### src/rtl/inv_deglitch_pkg.sv
// Shared helpers for the inverting deglitch bank: parameter legality and threshold selection.
// Latency: none, compile-time and combinational helpers only.
// Backpressure: not applicable.
package inv_deglitch_pkg;

  // True when the bank parameters describe a buildable filter: at least two
  // synchroniser stages and both thresholds in 1..2^cnt_w, so the counter,
  // which only ever reaches threshold-1, can never wrap.
  function automatic bit params_legal(input int sync_stages,
                                      input int cnt_w,
                                      input int rise_cycles,
                                      input int fall_cycles);
    int max_thr;
    max_thr = 1 << cnt_w;
    return (sync_stages >= 2) &&
           (rise_cycles >= 1) && (rise_cycles <= max_thr) &&
           (fall_cycles >= 1) && (fall_cycles <= max_thr);
  endfunction

  // The synchronised sample picks the threshold: high means a rising
  // candidate, low means a falling candidate.
  function automatic int thresh_sel(input logic s,
                                    input int   rise_cycles,
                                    input int   fall_cycles);
    return s ? rise_cycles : fall_cycles;
  endfunction

endpackage

### src/rtl/inv_deglitch_ch.sv
// One deglitch channel: synchroniser, mismatch counter and filtered-state register.
// Latency: SYNC_STAGES + threshold cycles from a stable input change to f/chg.
// Backpressure: none; freeze holds f and cnt while the synchroniser keeps shifting.
//
// Ports:
//   clk, rst  - block clock, asynchronous active-high reset
//   i_raw     - raw asynchronous input
//   freeze    - hold filtered state and counter, suppress chg
//   f         - filtered state (registered)
//   chg       - one-cycle pulse on the cycle f takes a new value
module inv_deglitch_ch
  import inv_deglitch_pkg::*;
#(
  parameter int SYNC_STAGES = 2,
  parameter int CNT_W       = 4,
  parameter int RISE_CYCLES = 8,
  parameter int FALL_CYCLES = 8
) (
  input  logic clk,
  input  logic rst,
  input  logic i_raw,
  input  logic freeze,
  output logic f,
  output logic chg
);

  logic [SYNC_STAGES-1:0] sync_q, sync_d;
  logic [CNT_W-1:0]       cnt_q, cnt_d;
  logic [CNT_W-1:0]       thr_m1;
  logic                   f_q, f_d;
  logic                   chg_q, chg_d;
  logic                   s;

  assign s      = sync_q[SYNC_STAGES-1];
  // Threshold-1 always fits CNT_W bits because thresholds are at most 2^CNT_W.
  assign thr_m1 = CNT_W'(thresh_sel(s, RISE_CYCLES, FALL_CYCLES) - 1);

  always_comb begin
    sync_d = {sync_q[SYNC_STAGES-2:0], i_raw};
    f_d    = f_q;
    cnt_d  = cnt_q;
    chg_d  = 1'b0;
    if (!freeze) begin
      if (s == f_q) begin
        cnt_d = '0;
      end else if (cnt_q >= thr_m1) begin
        // Mismatch has lasted a full threshold: accept the new level.
        f_d   = s;
        cnt_d = '0;
        chg_d = 1'b1;
      end else begin
        cnt_d = cnt_q + CNT_W'(1);
      end
    end
  end

  always_ff @(posedge clk or posedge rst) begin
    if (rst) begin
      sync_q <= '0;
      cnt_q  <= '0;
      f_q    <= 1'b0;
      chg_q  <= 1'b0;
    end else begin
      sync_q <= sync_d;
      cnt_q  <= cnt_d;
      f_q    <= f_d;
      chg_q  <= chg_d;
    end
  end

  assign f   = f_q;
  assign chg = chg_q;

endmodule

### src/rtl/inv_deglitch_bank.sv
// Bank of N_CH synchronised, deglitched channels, each optionally inverted by INV_MASK.
// Latency: SYNC_STAGES + RISE_CYCLES/FALL_CYCLES cycles from input change to o/o_chg.
// Backpressure: none; freeze holds every channel's filtered state and counter.
//
// Ports:
//   CELCLK, CELRST  - block clock, asynchronous active-high reset
//   CELV, CELG, SUB - supply, ground and substrate pins, no functional effect
//   i               - raw asynchronous channel inputs
//   freeze          - hold all filtered states and counters
//   o               - filtered state XOR INV_MASK, straight from registers
//   o_chg           - one-cycle pulse per channel when o[n] changes
module inv_deglitch_bank
  import inv_deglitch_pkg::*;
#(
  parameter int              N_CH        = 4,
  parameter int              SYNC_STAGES = 2,
  parameter int              CNT_W       = 4,
  parameter int              RISE_CYCLES = 8,
  parameter int              FALL_CYCLES = 8,
  parameter logic [N_CH-1:0] INV_MASK    = '1
) (
  input  logic            CELCLK,
  input  logic            CELRST,
  input  logic            CELV,
  input  logic            CELG,
  input  logic            SUB,
  input  logic [N_CH-1:0] i,
  input  logic            freeze,
  output logic [N_CH-1:0] o,
  output logic [N_CH-1:0] o_chg
);

  if (!params_legal(SYNC_STAGES, CNT_W, RISE_CYCLES, FALL_CYCLES)) begin : g_param_err
    $error("inv_deglitch_bank: SYNC_STAGES must be >= 2 and thresholds within 1..2^CNT_W");
  end

  // Physical pins only ride along to the netlist.
  logic unused_pins;
  assign unused_pins = CELV ^ CELG ^ SUB;

  logic [N_CH-1:0] f;

  for (genvar n = 0; n < N_CH; n++) begin : g_ch
    inv_deglitch_ch #(
      .SYNC_STAGES (SYNC_STAGES),
      .CNT_W       (CNT_W),
      .RISE_CYCLES (RISE_CYCLES),
      .FALL_CYCLES (FALL_CYCLES)
    ) u_ch (
      .clk    (CELCLK),
      .rst    (CELRST),
      .i_raw  (i[n]),
      .freeze (freeze),
      .f      (f[n]),
      .chg    (o_chg[n])
    );
  end

  // XOR of flop outputs with a constant: resets to INV_MASK, no path from i.
  assign o = f ^ INV_MASK;

endmodule

### config.mk
export PLATFORM = sky130hd
export DESIGN_NAME = inv_deglitch_bank
export DESIGN_NICKNAME = d
export VERILOG_FILES = /design/src/rtl/inv_deglitch_pkg.sv /design/src/rtl/inv_deglitch_ch.sv /design/src/rtl/inv_deglitch_bank.sv
export SDC_FILE = /design/constraint.sdc
export NUM_CORES = 1
export LEC_CHECK = 0
export CAP_MARGIN = 20
export CELL_PAD_IN_SITES_DETAIL_PLACEMENT = 1
export CELL_PAD_IN_SITES_GLOBAL_PLACEMENT = 2
export CORE_MARGIN = 1
export CORE_UTILIZATION = 41
export CTS_BUF_LIST = sky130_fd_sc_hd__clkbuf_4 sky130_fd_sc_hd__clkbuf_8
export DETAILED_ROUTE_END_ITERATION = 12
export HOLD_SLACK_MARGIN = 0.12
export PLACE_DENSITY_LB_ADDON = 0.05
export RECOVER_POWER = 100
export SYNTH_ARGS = -nofsm -noshare
export SYNTH_HDL_FRONTEND = slang
export SYNTH_HIERARCHICAL = 1
export SYNTH_SLANG_ARGS = --single-unit
### constraint.sdc
create_clock -name CELCLK -period 2 [get_ports CELCLK]
set_input_delay 0.4 -clock CELCLK [delete_from_list [all_inputs] [get_ports CELCLK]]
set_output_delay 0.4 -clock CELCLK [all_outputs]
set_load 0.005 [all_outputs]
==> qor.yml <==
hold-path-endpoint: "g_ch[3].u_ch/sync_q[1]"
slew-limit-headroom: 0.538
hold_depth: 0
p_total_w: 0.00209
worst_r2r_path_depth: 3
synth-async-reset-ratio: 1.00
post-synth-top-area-fraction: 0.590
fmaxAchievable_mhz: 566
vdd.ir_drop.worst_v: 0.000556
cts.hold.buffers_added: 0
rsz_0062_raised_after_global_routing: "no"
flow.area_growth_from_synthesis_pct: 19.6
path_cells: "inv_1 -> dlygate4sd3_1"
final_core_util: 0.523
globalRouteOverflowTotal: 0
critPathMaxFanout: 3
hpwlAfterDp_um: 1700
share_comb_of_total_power: 0.268
syn-cell-area_um2: 1360
root_buffer: "clkbuf_4"
die-height_um: 59.5
num_rows: 20
synth_most_common_cell: "dfrtp_1"
placeableCoreArea_um2: 3100
wire_length_of_the_first_global_routing_pass_um: 4090
synth_seq_area_share: 0.590
worst_r2r_startpoint: "g_ch[0].u_ch/cnt_q[0]"
post_synth_most_frequent_cells: "dfrtp_1, a22o_1, nor2_1"
floorplan.initialDensity: 0.437
post_cts.repair.setup_buffers: 0
finalWorstPathRequiredPeriod_ns: 1.77
crit_required_ns: 1.60
seq_power_share: 0.470
synth_area_per_cell_um2: 12.6
fin_setup_tns_ns: 0
worst_skew_pair_latency_ns: 0.33
synth_cells: 108
timing.reg2reg.setup_slack_ns: 0.38
dr_total_vias: 899
synth_fp_nets: 122
pin_count_of_the_biggest_net_entering_global_routing: 37
clockPowerShare: 0.262
dpl.cell_count: 163
floorplan.die.width_um: 59.5
final_cells: 171
synth_seq_cells: 32
drt-wirelength-per-cell_um: 14.0
cellPowerDensity_nw_per_um2: 1290
worst_clock_skew_ns: 0.0154
initial_antenna_violation_count: 0
number_of_distinct_standard_cells_referenced_by_the_synthesized_netlist: 14
internal-power_w: 0.00147
routabilityCongestion: 0.757
detail_route.first_pass.iterations: 3
layout_worst_path_cycle_share: 0.884
grt_pass1_vias: 884
finalMaxSlewViolations: 0
cts_resized: 0
drt-total-wl_um: 2390
post_drt_via_cell_ratio: 5.26
worst_pin_slew_ns: 0.675
netSwitchingFraction: 0.298
cts_buffers: 5
drtIter0Drc: 22
design.die.area_um2: 3540
cap_violations: 0
worst_hold_path_type: "register to register"
antenna-diode-count: 0
grt_util_all_layers: 0.164
beginning_of_the_worst_hold_path: "g_ch[3].u_ch/sync_q[0]"
synth_top_cell_by_area: "dfrtp_1"
worstReg2RegEnd: "g_ch[0].u_ch/cnt_q[3]"
path_class: "register to output pin"
synth_flop_cell: "dfrtp_1"
route.antenna.remaining_nets: 0
switchingPower_w: 0.000622
synth_area_leaders: "dfrtp_1, a22o_1, mux2_2"
setup-violations-final: 0
run_status: "finished clean"
critPathLaunchType: "register"
layout.nets: 140
clock_path_buffers: 2
cts_tree: "built"
worst_path_largest_cell_delay_ns: 0.57
crit_slowest_cell: "dlygate4sd3_1"
hold_violations: 0
cts_sinks: 32
layout_cells_sized_above_1: 0.134
clk_pin_slew_worst_paths_ns: 0.10
ys.warnings.count: 6
synth-edff-count: 0
place.port_buffers: 14
cts_max_level: 2
crit_arrival_ns: 1.37
worst_setup_path_end_kind: "output pin"
drcViolationCount: 0
power.leakage_nw: 0.785
n_fill_cell: 349
num_io_pins: 18
==> per-layer routing <==
layer  up-vias  GRT usage  wire (um)
met2        16      0.250       1200
met3         5     0.0590         88
met5         -          0          0
met1       453      0.199       1060
met4         0     0.0997         46
li1        425          -          -
==> cells by family after synthesis <==
family | Yosys count | share of synthesized area
buffers and inverters | 12 | 0.0369
AND/OR/NAND/NOR | 24 | 0.0849
AO/OA/AOI/OAI | 24 | 0.159
flip-flops | 32 | 0.590
multiplexers | 8 | 0.0664
adder cells (fa/ha/maj) | 4 | 0.0369
XOR/XNOR | 4 | 0.0258
==> power by group through the flow <==
stage | logic (W) | clock network (W) | registers (W)
after floorplan | 0.000446 | 0 | 0.000959
after detailed placement | 0.000624 | 0 | 0.00101
final | 0.000559 | 0.000548 | 0.000982
after CTS | 0.000629 | 0.000568 | 0.000993
after global routing | 0.000639 | 0.000592 | 0.00101
after global placement | 0.000596 | 0 | 0.000989
==> worst max-delay path: cells and delay by family, from the launching register on <==
kind	cells	cell delay, ns
buffers and inverters	2	0.63
flip-flops	1	0.41
==> flip-flops by register name, indices dropped and copies added, names as in the netlist <==
register,flops
g_ch.u_ch/sync_q,8
g_ch.u_ch/f,4
g_ch.u_ch/cnt_q,16
g_ch.u_ch/chg,4
==> through the flow <==
| stage | area (um2) | setup slack [ns] | hold WS (ns) |
|---|---|---|---|
| 2_1_floorplan | 1360 | 0.772 | 0.216 |
| 3_3_place_gp | 1550 | 0.256 | 0.332 |
| 3_5_place_dp | 1550 | 0.227 | 0.340 |
| 4_1_cts | 1650 | 0.267 | 0.360 |
| 5_1_grt | 1620 | 0.152 | 0.372 |
| 6_report | 1620 | 0.232 | 0.355 |
==> area by class of cell <==
cell class / count / area [um2] / area share
Multi-Input combinational cell: 64 / 480 / 0.296
Clock inverter: 1 / 30.0 / 0.0185
Tap cell: 44 / 55.1 / 0.0340
Inverter: 8 / 30.0 / 0.0185
Clock buffer: 7 / 65.1 / 0.0401
Sequential cell: 32 / 801 / 0.494
Timing Repair Buffer: 15 / 160 / 0.0988
==> placed cells by master (no fill, tap or decap), drive strengths merged, types with 7 or more instances in the layout <==
cell	Yosys	final
dfrtp	32	32
dlygate4sd3	0	14
a22o	12	12
nor2	12	12
inv	8	8
mux2	8	8
clkbuf	0	7
==> worst max-delay path by stage <==
| stage | cells past startpoint | end | slack [ns] | from |
|---|---|---|---|---|
| after floorplan | 3 | g_ch[0].u_ch/cnt_q[1] | 0.77 | g_ch[0].u_ch/cnt_q[0] |
| after global placement | 5 | g_ch[2].u_ch/cnt_q[2] | 0.26 | freeze |
| after detailed placement | 5 | g_ch[2].u_ch/cnt_q[2] | 0.23 | freeze |
| after CTS | 2 | o[2] | 0.27 | g_ch[2].u_ch/f |
| after global routing | 2 | o[2] | 0.15 | g_ch[2].u_ch/f |
| final | 2 | o[2] | 0.23 | g_ch[2].u_ch/f |
Note: power is estimated with default switching activity, not from simulation.
